===== src/rtl/decade_drv_pkg.sv =====
// -----------------------------------------------------------------------------
// decade_drv_pkg
//
// Purpose:
//   Shared types and helpers for the decade counter driver: command opcodes,
//   FSM state encoding, the queued command record and the decade increment
//   rule used by the reference model.
//
// Contents:
//   LEN_W        width of the HOLD/COUNT cycle count carried in each command.
//                It lives here because the command record is a packed struct
//                and must have a fixed layout; change it here to resize.
//   cmd_op_e     00 HOLD, 01 COUNT, 10 LOAD, 11 CLEAR
//   state_e      IDLE, LOAD, CLEAR, RUN
//   cmd_t        {op, data, len}
//   next_decade  next counter value under Enable
// -----------------------------------------------------------------------------
package decade_drv_pkg;

    localparam int LEN_W = 8;

    typedef enum logic [1:0] {
        OP_HOLD  = 2'b00,
        OP_COUNT = 2'b01,
        OP_LOAD  = 2'b10,
        OP_CLEAR = 2'b11
    } cmd_op_e;

    typedef enum logic [1:0] {
        ST_IDLE  = 2'd0,
        ST_LOAD  = 2'd1,
        ST_CLEAR = 2'd2,
        ST_RUN   = 2'd3
    } state_e;

    typedef struct packed {
        cmd_op_e          op;
        logic [3:0]       data;
        logic [LEN_W-1:0] len;
    } cmd_t;

    // The counter increments with a 5-bit adder and wraps modulo 10, so an
    // out-of-range loaded value steps to a legal one: 9->0, 10->1, 15->6.
    function automatic logic [3:0] next_decade(input logic [3:0] q);
        logic [4:0] sum;
        sum = ({1'b0, q} + 5'd1) % 5'd10;
        return sum[3:0];
    endfunction

endpackage


===== src/rtl/decade_cmd_fifo.sv =====
// -----------------------------------------------------------------------------
// decade_cmd_fifo
//
// Purpose:
//   Small synchronous FIFO holding queued driver commands (cmd_t). First-word
//   fall-through: pop_data always shows the head entry while not empty.
//
// Parameters:
//   DEPTH      number of entries, power of two and at least 2
//
// Ports:
//   clk        clock, all state on posedge
//   rst_n      asynchronous active-low reset; empties the FIFO
//   push       write push_data (ignored when full)
//   push_data  command to enqueue
//   pop        drop the head entry (ignored when empty)
//   pop_data   head entry
//   full       no free entry
//   empty      no valid entry
// -----------------------------------------------------------------------------
module decade_cmd_fifo
    import decade_drv_pkg::*;
#(
    parameter int DEPTH = 4
) (
    input  logic clk,
    input  logic rst_n,
    input  logic push,
    input  cmd_t push_data,
    input  logic pop,
    output cmd_t pop_data,
    output logic full,
    output logic empty
);

    localparam int AW = $clog2(DEPTH);

    cmd_t        mem_q [DEPTH];
    logic [AW:0] wr_ptr_q, wr_ptr_d;
    logic [AW:0] rd_ptr_q, rd_ptr_d;
    logic        do_push;
    logic        do_pop;

    // Pointers carry one extra wrap bit so full and empty are distinguishable
    // when the index bits are equal.
    assign empty    = (wr_ptr_q == rd_ptr_q);
    assign full     = (wr_ptr_q[AW] != rd_ptr_q[AW]) &&
                      (wr_ptr_q[AW-1:0] == rd_ptr_q[AW-1:0]);
    assign pop_data = mem_q[rd_ptr_q[AW-1:0]];

    // NOTE: every signal written in an always_comb gets a default assignment
    // first, so no path leaves it unassigned and no latch is inferred.
    always_comb begin
        do_push  = push && !full;
        do_pop   = pop && !empty;
        wr_ptr_d = wr_ptr_q;
        rd_ptr_d = rd_ptr_q;
        if (do_push) begin
            wr_ptr_d = wr_ptr_q + 1'b1;
        end
        if (do_pop) begin
            rd_ptr_d = rd_ptr_q + 1'b1;
        end
    end

    // NOTE: sequential state uses non-blocking assignments so every flop
    // samples its pre-edge inputs regardless of block evaluation order.
    always_ff @(posedge clk or negedge rst_n) begin
        if (!rst_n) begin
            wr_ptr_q <= '0;
            rd_ptr_q <= '0;
        end else begin
            wr_ptr_q <= wr_ptr_d;
            rd_ptr_q <= rd_ptr_d;
        end
    end

    // NOTE: the storage array is deliberately not reset; the pointers alone
    // define which entries are valid, and a reset-free array maps onto plain
    // register-file or RAM cells.
    always_ff @(posedge clk) begin
        if (do_push) begin
            mem_q[wr_ptr_q[AW-1:0]] <= push_data;
        end
    end

endmodule


===== src/rtl/decade_counter_driver.sv =====
// -----------------------------------------------------------------------------
// decade_counter_driver
//
// Purpose:
//   Command-driven stimulus master for a decade counter. Commands (HOLD, COUNT,
//   LOAD, CLEAR) are queued over a valid/ready handshake and replayed as
//   registered MR/Load/P/Enable drive. An internal reference model tracks what
//   the counter should hold and is compared against the returned Q every cycle.
//
// Parameters:
//   CMD_DEPTH   command FIFO entries (power of two, >= 2)
//   ERR_W       width of the saturating mismatch counter (and wrap counter)
//   (The HOLD/COUNT length width is LEN_W from decade_drv_pkg.)
//
// Ports:
//   CLK         clock, all state on posedge
//   MR_n        asynchronous active-low reset
//   cmd_valid   command offered
//   cmd_ready   FIFO has room; low while in reset
//   cmd_op      00 HOLD, 01 COUNT, 10 LOAD, 11 CLEAR
//   cmd_data    LOAD value
//   cmd_len     HOLD/COUNT cycle count
//   ctr_mr      counter master reset, active high, registered
//   ctr_load    counter Load, registered
//   ctr_p       counter parallel data, registered
//   ctr_enable  counter Enable, registered
//   ctr_q       counter output returned for comparison
//   busy        a command is executing or queued
//   cmd_done    one-cycle pulse when a command's last drive cycle retires
//   exp_q       reference-model value
//   mismatch    sticky compare-failure flag
//   err_cnt     saturating compare-failure count
//   wrap_cnt    saturating count of model 9->0 wraps under Enable
//               (only with DECADE_DRV_WRAP_CNT_EN defined)
//
// Configuration:
//   DECADE_DRV_WRAP_CNT_EN  adds the wrap_cnt output and its counter.
// -----------------------------------------------------------------------------
module decade_counter_driver
    import decade_drv_pkg::*;
#(
    parameter int CMD_DEPTH = 4,
    parameter int ERR_W     = 8
) (
    input  logic             CLK,
    input  logic             MR_n,
    input  logic             cmd_valid,
    output logic             cmd_ready,
    input  logic [1:0]       cmd_op,
    input  logic [3:0]       cmd_data,
    input  logic [LEN_W-1:0] cmd_len,
    output logic             ctr_mr,
    output logic             ctr_load,
    output logic [3:0]       ctr_p,
    output logic             ctr_enable,
    input  logic [3:0]       ctr_q,
    output logic             busy,
    output logic             cmd_done,
    output logic [3:0]       exp_q,
    output logic             mismatch,
    output logic [ERR_W-1:0] err_cnt
`ifdef DECADE_DRV_WRAP_CNT_EN
    ,
    output logic [ERR_W-1:0] wrap_cnt
`endif
);

    // ------------------------------------------------------------------
    // Command queue
    // ------------------------------------------------------------------
    cmd_t fifo_in;
    cmd_t head;
    logic fifo_push;
    logic fifo_pop;
    logic fifo_full;
    logic fifo_empty;
    logic ready_q;

    assign fifo_in   = '{op: cmd_op_e'(cmd_op), data: cmd_data, len: cmd_len};
    // ready_q keeps cmd_ready low during reset and rises one edge after release.
    assign cmd_ready = ready_q && !fifo_full;
    assign fifo_push = cmd_valid && cmd_ready;

    decade_cmd_fifo #(
        .DEPTH(CMD_DEPTH)
    ) u_fifo (
        .clk      (CLK),
        .rst_n    (MR_n),
        .push     (fifo_push),
        .push_data(fifo_in),
        .pop      (fifo_pop),
        .pop_data (head),
        .full     (fifo_full),
        .empty    (fifo_empty)
    );

    // ------------------------------------------------------------------
    // Sequencer FSM and registered counter drive
    // ------------------------------------------------------------------
    state_e           state_q, state_d;
    logic [LEN_W-1:0] rem_q, rem_d;
    logic             ctr_mr_q, ctr_mr_d;
    logic             ctr_load_q, ctr_load_d;
    logic [3:0]       ctr_p_q, ctr_p_d;
    logic             ctr_enable_q, ctr_enable_d;
    logic             cmd_done_q, cmd_done_d;
    logic             last_cycle;

    // rem_q counts RUN cycles still to come after the current one. Any cycle
    // that is not mid-RUN may hand over to the next queued command, which is
    // what removes idle gaps between back-to-back commands.
    assign last_cycle = (state_q != ST_RUN) || (rem_q == '0);

    always_comb begin
        state_d      = state_q;
        rem_d        = rem_q;
        ctr_mr_d     = ctr_mr_q;
        ctr_load_d   = ctr_load_q;
        ctr_p_d      = ctr_p_q;
        ctr_enable_d = ctr_enable_q;
        cmd_done_d   = 1'b0;
        fifo_pop     = 1'b0;

        if (!last_cycle) begin
            // Mid-RUN: hold the drive, count down, flag the final cycle.
            rem_d      = rem_q - LEN_W'(1);
            cmd_done_d = (rem_q == LEN_W'(1));
        end else begin
            state_d      = ST_IDLE;
            rem_d        = '0;
            ctr_mr_d     = 1'b0;
            ctr_load_d   = 1'b0;
            ctr_p_d      = 4'd0;
            ctr_enable_d = 1'b0;
            if (!fifo_empty) begin
                fifo_pop = 1'b1;
                case (head.op)
                    OP_LOAD: begin
                        state_d    = ST_LOAD;
                        ctr_load_d = 1'b1;
                        ctr_p_d    = head.data;
                        cmd_done_d = 1'b1;
                    end
                    OP_CLEAR: begin
                        state_d    = ST_CLEAR;
                        ctr_mr_d   = 1'b1;
                        cmd_done_d = 1'b1;
                    end
                    OP_HOLD, OP_COUNT: begin
                        if (head.len == '0) begin
                            // Zero-length: retire with no drive cycles.
                            cmd_done_d = 1'b1;
                        end else begin
                            state_d      = ST_RUN;
                            rem_d        = head.len - LEN_W'(1);
                            ctr_enable_d = (head.op == OP_COUNT);
                            cmd_done_d   = (head.len == LEN_W'(1));
                        end
                    end
                endcase
            end
        end
    end

    always_ff @(posedge CLK or negedge MR_n) begin
        if (!MR_n) begin
            ready_q      <= 1'b0;
            state_q      <= ST_IDLE;
            rem_q        <= '0;
            ctr_mr_q     <= 1'b0;
            ctr_load_q   <= 1'b0;
            ctr_p_q      <= 4'd0;
            ctr_enable_q <= 1'b0;
            cmd_done_q   <= 1'b0;
        end else begin
            ready_q      <= 1'b1;
            state_q      <= state_d;
            rem_q        <= rem_d;
            ctr_mr_q     <= ctr_mr_d;
            ctr_load_q   <= ctr_load_d;
            ctr_p_q      <= ctr_p_d;
            ctr_enable_q <= ctr_enable_d;
            cmd_done_q   <= cmd_done_d;
        end
    end

    assign ctr_mr     = ctr_mr_q;
    assign ctr_load   = ctr_load_q;
    assign ctr_p      = ctr_p_q;
    assign ctr_enable = ctr_enable_q;
    assign cmd_done   = cmd_done_q;
    assign busy       = (state_q != ST_IDLE) || !fifo_empty;

    // ------------------------------------------------------------------
    // Reference model and Q comparison
    // ------------------------------------------------------------------
    logic [3:0]       model_q, model_d;
    logic             mr_prev_q;
    logic             mismatch_q, mismatch_d;
    logic [ERR_W-1:0] err_cnt_q, err_cnt_d;
    logic             cmp_mask;

    // The counter clears asynchronously as soon as ctr_mr rises, while the
    // model only clears at the edge that ends the MR cycle; the compare is
    // skipped for that edge and the one after it to absorb the skew.
    assign cmp_mask = ctr_mr_q || mr_prev_q;

    always_comb begin
        model_d    = model_q;
        mismatch_d = mismatch_q;
        err_cnt_d  = err_cnt_q;

        if (ctr_mr_q) begin
            model_d = 4'd0;
        end else if (ctr_load_q) begin
            model_d = ctr_p_q;
        end else if (ctr_enable_q) begin
            model_d = next_decade(model_q);
        end

        if (!cmp_mask && (ctr_q != model_q)) begin
            mismatch_d = 1'b1;
            if (err_cnt_q != '1) begin
                err_cnt_d = err_cnt_q + ERR_W'(1);
            end
        end
    end

    always_ff @(posedge CLK or negedge MR_n) begin
        if (!MR_n) begin
            model_q    <= 4'd0;
            mr_prev_q  <= 1'b0;
            mismatch_q <= 1'b0;
            err_cnt_q  <= '0;
        end else begin
            model_q    <= model_d;
            mr_prev_q  <= ctr_mr_q;
            mismatch_q <= mismatch_d;
            err_cnt_q  <= err_cnt_d;
        end
    end

    assign exp_q    = model_q;
    assign mismatch = mismatch_q;
    assign err_cnt  = err_cnt_q;

`ifdef DECADE_DRV_WRAP_CNT_EN
    // ------------------------------------------------------------------
    // Wrap counter: model steps 9->0 on the Enable path only
    // ------------------------------------------------------------------
    logic [ERR_W-1:0] wrap_cnt_q, wrap_cnt_d;
    logic             wrap_tick;

    assign wrap_tick = !ctr_mr_q && !ctr_load_q && ctr_enable_q &&
                       (model_q == 4'd9);

    always_comb begin
        wrap_cnt_d = wrap_cnt_q;
        if (wrap_tick && (wrap_cnt_q != '1)) begin
            wrap_cnt_d = wrap_cnt_q + ERR_W'(1);
        end
    end

    always_ff @(posedge CLK or negedge MR_n) begin
        if (!MR_n) begin
            wrap_cnt_q <= '0;
        end else begin
            wrap_cnt_q <= wrap_cnt_d;
        end
    end

    assign wrap_cnt = wrap_cnt_q;
`else
    // Wrap counting is not built in this configuration.
`endif

endmodule


===== config.mk =====
export PLATFORM = sky130hd
export DESIGN_NAME = decade_counter_driver
export DESIGN_NICKNAME = d
export VERILOG_FILES = /design/src/rtl/decade_drv_pkg.sv /design/src/rtl/decade_cmd_fifo.sv /design/src/rtl/decade_counter_driver.sv
export SDC_FILE = /design/constraint.sdc
export NUM_CORES = 1
export LEC_CHECK = 0
export CELL_PAD_IN_SITES_DETAIL_PLACEMENT = 2
export CELL_PAD_IN_SITES_GLOBAL_PLACEMENT = 2
export CORE_AREA = 2 2 135 84
export CTS_BUF_LIST = sky130_fd_sc_hd__clkbuf_2
export DETAILED_ROUTE_END_ITERATION = 6
export DIE_AREA = 0 0 137 86
export PLACE_DENSITY_LB_ADDON = 0.1
export SLEW_MARGIN = 20
export SYNTH_ARGS = -nofsm -noshare
export SYNTH_HDL_FRONTEND = slang
export SYNTH_SLANG_ARGS = --single-unit

===== constraint.sdc =====
create_clock -name CLK -period 2.4 [get_ports CLK]
set_clock_uncertainty 0.05 [all_clocks]
set_input_delay 0.36 -clock CLK [delete_from_list [all_inputs] [get_ports CLK]]
set_output_delay 0.36 -clock CLK [all_outputs]
set_load 0.05 [all_outputs]

# Word level (Yosys, flattened, before mapping)
# Memories as Yosys holds them, arrays and structs flattened.
# Cells that the tools add are included.
# word_totals
register_bits	39
mem_bits_rw	56
word_cells	80
n_memories	1
# mem_list
memory	depth	word_bits	rd	rd_clocked_by_memory_dff	write_ports	line_no	rtl
u_fifo.mem_q	4	14	1	0	1	decade_cmd_fifo.sv:38	cmd_t mem_q [DEPTH];
# op_classes
n_addsub	6
div_mod_pow	1
n_eq_ne	11
n_mux	27
n_reduce_logical	20
# ops
cell	n
8-bit 2-to-1 mux	4
4-bit 2-to-1 mux	5
8-bit by 1-bit equality test with 1-bit output, second input constant	2
8-bit zero test	2
8-bit by 1-bit subtractor with 8-bit output, second input constant	2
1-bit 2-to-1 mux	14
8-bit by 1-bit adder with 8-bit output, second input constant	1
8-bit != test, second input constant	1
3-bit by 1-bit adder with 3-bit output, second input constant	2
1-bit logical AND	6
2-bit one-hot mux with 3 select lines	1
4-bit by 1-bit adder with 5-bit output, second input constant	1
5-bit by 4-bit remainder unit with 5-bit output, second input constant	1
2-bit equality test, second input constant	2
2-bit 2-to-1 mux	2
4-bit != test	1
2-bit OR reduction	2
3-bit equality test	1
1-bit zero test	3
1-bit logical OR	3
3-bit nonzero test	1
2-bit by 1-bit equality test with 1-bit output, second input constant	1
2-bit equality test	1
2-bit zero test	1
5 further kinds	5

# Longest topological paths before layout
# depth
word_depth	8
mapped_depth	9
mapped_depth_nobuf	7

# Modules after synthesis
# A second synthesis with hierarchy kept.
# hier_totals
hier_cells	326
hier_area_um2	4451.8
# modules_own_cells
module	n_inst	cells_each	area_per_inst_um2
decade_cmd_fifo	1	122	2524.9
decade_counter_driver	1	204	1926.8

# Worst setup path before layout
# OpenSTA, ideal clock, no wires.
# synth_path
path_type	register to register
start	register u_fifo.rd_ptr_q[0]
end	memory u_fifo.mem_q[3][0] (netlist bit) (enable)
setup_time_ns	0.373
t_arrival_ns	2.821
setup_slack_ns	-0.844
path_stages_with_launch	7
cell_sequence	dfrtp_1 > buf_6 > buf_8 > xor2_1 > nor2_1 > a21boi_0 > and3_1
# synth_between
elab_chain_len	8
# synth_lines
item	line_no	rtl
start: declaration	decade_cmd_fifo.sv:40	logic [AW:0] rd_ptr_q, rd_ptr_d;
start signal: assignment	decade_cmd_fifo.sv:74	rd_ptr_q <= rd_ptr_d;
2-bit equality test	decade_cmd_fifo.sv:48	(wr_ptr_q[AW-1:0] == rd_ptr_q[AW-1:0]);
1-bit logical AND	decade_cmd_fifo.sv:47	assign full = (wr_ptr_q[AW] != rd_ptr_q[AW]) &&
1-bit zero test	decade_counter_driver.sv:81	assign cmd_ready = ready_q && !fifo_full;
1-bit logical AND	decade_counter_driver.sv:81	
named net cmd_ready	decade_counter_driver.sv:48	output logic cmd_ready,
1-bit logical AND	decade_counter_driver.sv:82	assign fifo_push = cmd_valid && cmd_ready;
1-bit logical AND	decade_cmd_fifo.sv:54	do_push = push && !full;
1-bit 2-to-1 mux	decade_cmd_fifo.sv:82	if (do_push) begin
1-bit 2-to-1 mux (not written as such)	decade_cmd_fifo.sv:83	mem_q[wr_ptr_q[AW-1:0]] <= push_data;
end: declaration	decade_cmd_fifo.sv:38	
# The timed path passes the listed nets, and every way through them passes these cells.

# Worst setup path in the final report
# layout_path
start	register u_fifo.wr_ptr_q[0]
end	output port busy
# layout_between
elab_chain_len	3
# layout_lines
item	line_no	rtl
start: declaration	decade_cmd_fifo.sv:39	logic [AW:0] wr_ptr_q, wr_ptr_d;
start signal: assignment	decade_cmd_fifo.sv:73	wr_ptr_q <= wr_ptr_d;
3-bit equality test	decade_cmd_fifo.sv:46	assign empty = (wr_ptr_q == rd_ptr_q);
1-bit zero test	decade_counter_driver.sv:192	assign busy = (state_q != ST_IDLE) || !fifo_empty;
1-bit logical OR	decade_counter_driver.sv:192	
end: declaration	decade_counter_driver.sv:57	output logic busy,
# No other way between the ends.

==> impl_metrics.tcl <==
set metrics [dict create \
    num_io_pins 44 \
    grt_pass1_wl_um 17000 \
    synth_top_cell_area_share 0.388 \
    die-area_um2 11800 \
    setup_viol 1 \
    yosys_warnings 0 \
    nFillCells 998 \
    wl_met3_um 357 \
    worst_path_max_delay_cell "dfrtp_2" \
    synth_ff_type "edfxtp_1" \
    peakVddDrop_uv 553 \
    cp_max_fo 2 \
    ys_seq_area_frac 0.613 \
    p_per_area_nw_per_um2 1320 \
    reg2reg_setup_slack_ns 0.06 \
    worstSetupPathType "flip-flop to primary output" \
    netlist_instances 292 \
    antenna_found_initial 0 \
    dp_hpwl_um 7930 \
    clk_pin_slew_ns 0.29 \
    fin_nets 398 \
    grt_setup_unrepaired "yes" \
    ys_types 54 \
    hold_class "primary input to asynchronous set/reset pin" \
    synth_seq_cells 95 \
    area_growth_pct 23.0 \
    avgSynthCellArea_um2 14.8 \
    slowest_delay_ns 0.51 \
    wl_um 10900 \
    maxCapViolations 0 \
    synth_common_cells "edfxtp_1 (56), dfrtp_1 (39), xnor2_1 (16), nand2_1 (15), xor2_1 (14)" \
    power.leakage_uw 0.00210 \
    setup_ws_ns -0.258 \
    routedWlPerCell_um 21.4 \
    wl_met2_um 5030 \
    syn-cell-area_um2 4340 \
    fin_util 0.510 \
    grt_max_degree 29 \
    antenna_cells 0 \
    clock-sinks 95 \
    cp-end-kind "primary output" \
    track_usage 0.197 \
    cp_num_cells 4 \
    maxSlewHeadroom 0.594 \
    clkLatencyLatePin_ns 0.61 \
    violations "setup timing" \
    grt_overflow 0 \
    fmax_mhz 376 \
    htree_levels 3 \
    synth_nets 326 \
    synth_edf_count 56 \
    min_period_over_period 1.11 \
    die_x_um 137 \
    gp_congestion 0.753 \
    status "complete, but fails checks" \
    cp_data_arrival_time_ns 2.25 \
    wl_met1_um 5410 \
    vias 2723 \
    rr_worst_depth 6 \
    clk_path_buf_depth 2 \
    cp_top_family "simple AND/OR/NAND/NOR gates" \
    cp_cell_sequence "xor2_2 > or3_4 > or3_4 > buf_8" \
    final_layout_size_suffix_gt1_frac 0.222 \
    grt_pass1_vias 2877 \
    synth.area.top_cells "edfxtp_1 (39%), dfrtp_1 (23%), mux4_1 (4.2%)" \
    vias_per_cell 5.36 \
    synth_top_area_cell "edfxtp_1" \
    ant_nets 0 \
    numCtsBuffers 9 \
    critPathBufInv 1 \
    cts-root-buf "clkbuf_2" \
    tightest_slew_ns 0.609 \
    tritoncts "built" \
    critPathMostFrequentCell "or3_4" \
    routed.top_layer "met4" \
    synthArstFlopShare 0.411 \
    timing.final.max_slew_violations 0 \
    core_um2 10500 \
    portBuffers 43 \
    synth_most_common_cell "edfxtp_1" \
    post-place-ws_ns 0.103 \
    drc 0 \
    start_util 0.415 \
    die_h_um 86 \
    hold_viol_final 0 \
    drtPass1Iterations 4 \
    required_ns 1.99 \
    initialDrtViolationCount 107 \
    fin_crit_ns 2.66 \
    num_rows 29 \
    startpoint_type "flip-flop" \
]
-- worst register-to-register path: cells and delay by family, from the launching register on --
kind                   cells  cell delay [ns]
multiplexers               1             0.65
AO/OA/AOI/OAI              1             0.25
flip-flops                 1             0.47
buffers and inverters      3             0.39
AND/OR/NAND/NOR            1             0.46
-- through the flow --
stage | hold slack, ns | instances | total power [uW] | setup TNS, ns | instance area, um2
after detailed placement | 0.209 | 476 | 6030 | 0 | 5040
after CTS | 0.00333 | 496 | 6840 | -1.40 | 5200
after global routing | 0.00712 | 508 | 7490 | -0.466 | 5330
after floorplan | 0.0144 | 292 | 4830 | 0 | 4350
final | 0.0471 | 508 | 7030 | -0.258 | 5330
after global placement | 0.207 | 476 | 5820 | 0 | 5040
-- power breakdown --
group | switching [uW] | total [uW] | internal [uW]
sequential | 372 | 2510 | 2140
combinational | 2120 | 3720 | 1600
clock | 630 | 802 | 172
-- cells by family after synthesis --
logic type / Yosys count / synth area share
flip-flops: 95 / 0.613
AND/OR/NAND/NOR: 64 / 0.0851
AO/OA/AOI/OAI: 47 / 0.0863
XOR/XNOR: 30 / 0.0606
buffers and inverters: 23 / 0.0251
multiplexers: 19 / 0.0915
adder cells (fa/ha/maj): 13 / 0.0375
other: 1 / 0.000865
-- cell usage in the layout (no fill, tap or decap), types with 3 or more instances in the layout --
master,Yosys,routed
edfxtp_1,56,56
dfrtp_1,39,35
clkdlybuf4s50_1,0,26
buf_4,0,23
xnor2_1,16,16
nand2_1,15,15
ha_1,13,13
nor2_1,12,12
xor2_1,14,12
dlygate4sd2_1,0,12
inv_1,11,11
clkbuf_2,0,9
mux4_2,7,8
and3_1,7,7
mux4_1,7,6
buf_12,0,6
nor3_1,5,5
o21ai_0,5,5
a21oi_1,5,5
o22ai_2,4,4
o22ai_1,4,4
mux2_2,4,4
a32o_1,4,4
dfrtp_2,0,4
nand2b_1,3,3
o21ai_1,4,3
o21a_1,3,3
nand4_1,3,3
-- layout make-up --
| class | count | area, um2 | area share |
|---|---|---|---|
| Clock buffer | 9 | 45.0 | 0.00845 |
| Timing Repair Buffer | 72 | 713 | 0.134 |
| Multi-Input combinational cell | 175 | 1620 | 0.305 |
| Tap cell | 139 | 174 | 0.0326 |
| Sequential cell | 95 | 2660 | 0.499 |
| Inverter | 11 | 41.3 | 0.00774 |
| Clock inverter | 7 | 72.6 | 0.0136 |
-- repair_timing --
| item | CTS | global route |
|---|---|---|
| hold buffers | 1 | 0 |
| endpoints found under the hold margin | 39 | 0 |
| setup buffers | 3 | 12 |
| endpoints found under the setup margin | 14 | 22 |
| gates cloned | 0 | 1 |
| pin swaps | 1 | 3 |
| gates resized for setup | 19 | 12 |
-- layer usage --
layer  track usage  up-vias
met5             0        -
met4        0.0478        0
met3        0.0449        9
met2         0.294       44
met1         0.291     1418
li1              -     1252
-- registers in the layout, indices dropped and copies added (netlist names) --
signal	cells
rem_q	8
ctr_mr	1
mr_prev_q	1
u_fifo.wr_ptr_q	3
err_cnt	8
ctr_load	1
ready_q	1
u_fifo.rd_ptr_q	3
ctr_p	4
mismatch	1
cmd_done	1
state_q	2
exp_q	4
ctr_enable	1
u_fifo.mem_q	56
-- final timing paths --
path,startpoint,end
setup / recovery,u_fifo.wr_ptr_q[0],busy
hold / removal,MR_n,rem_q[2]
setup reg to reg,u_fifo.rd_ptr_q[0],ctr_p[0]
hold reg to reg,mismatch,mismatch
max in group asynchronous,MR_n,u_fifo.wr_ptr_q[0]
min in group CLK,cmd_len[7],u_fifo.mem_q[3][7]
Note: power is estimated with default switching activity, not from simulation.
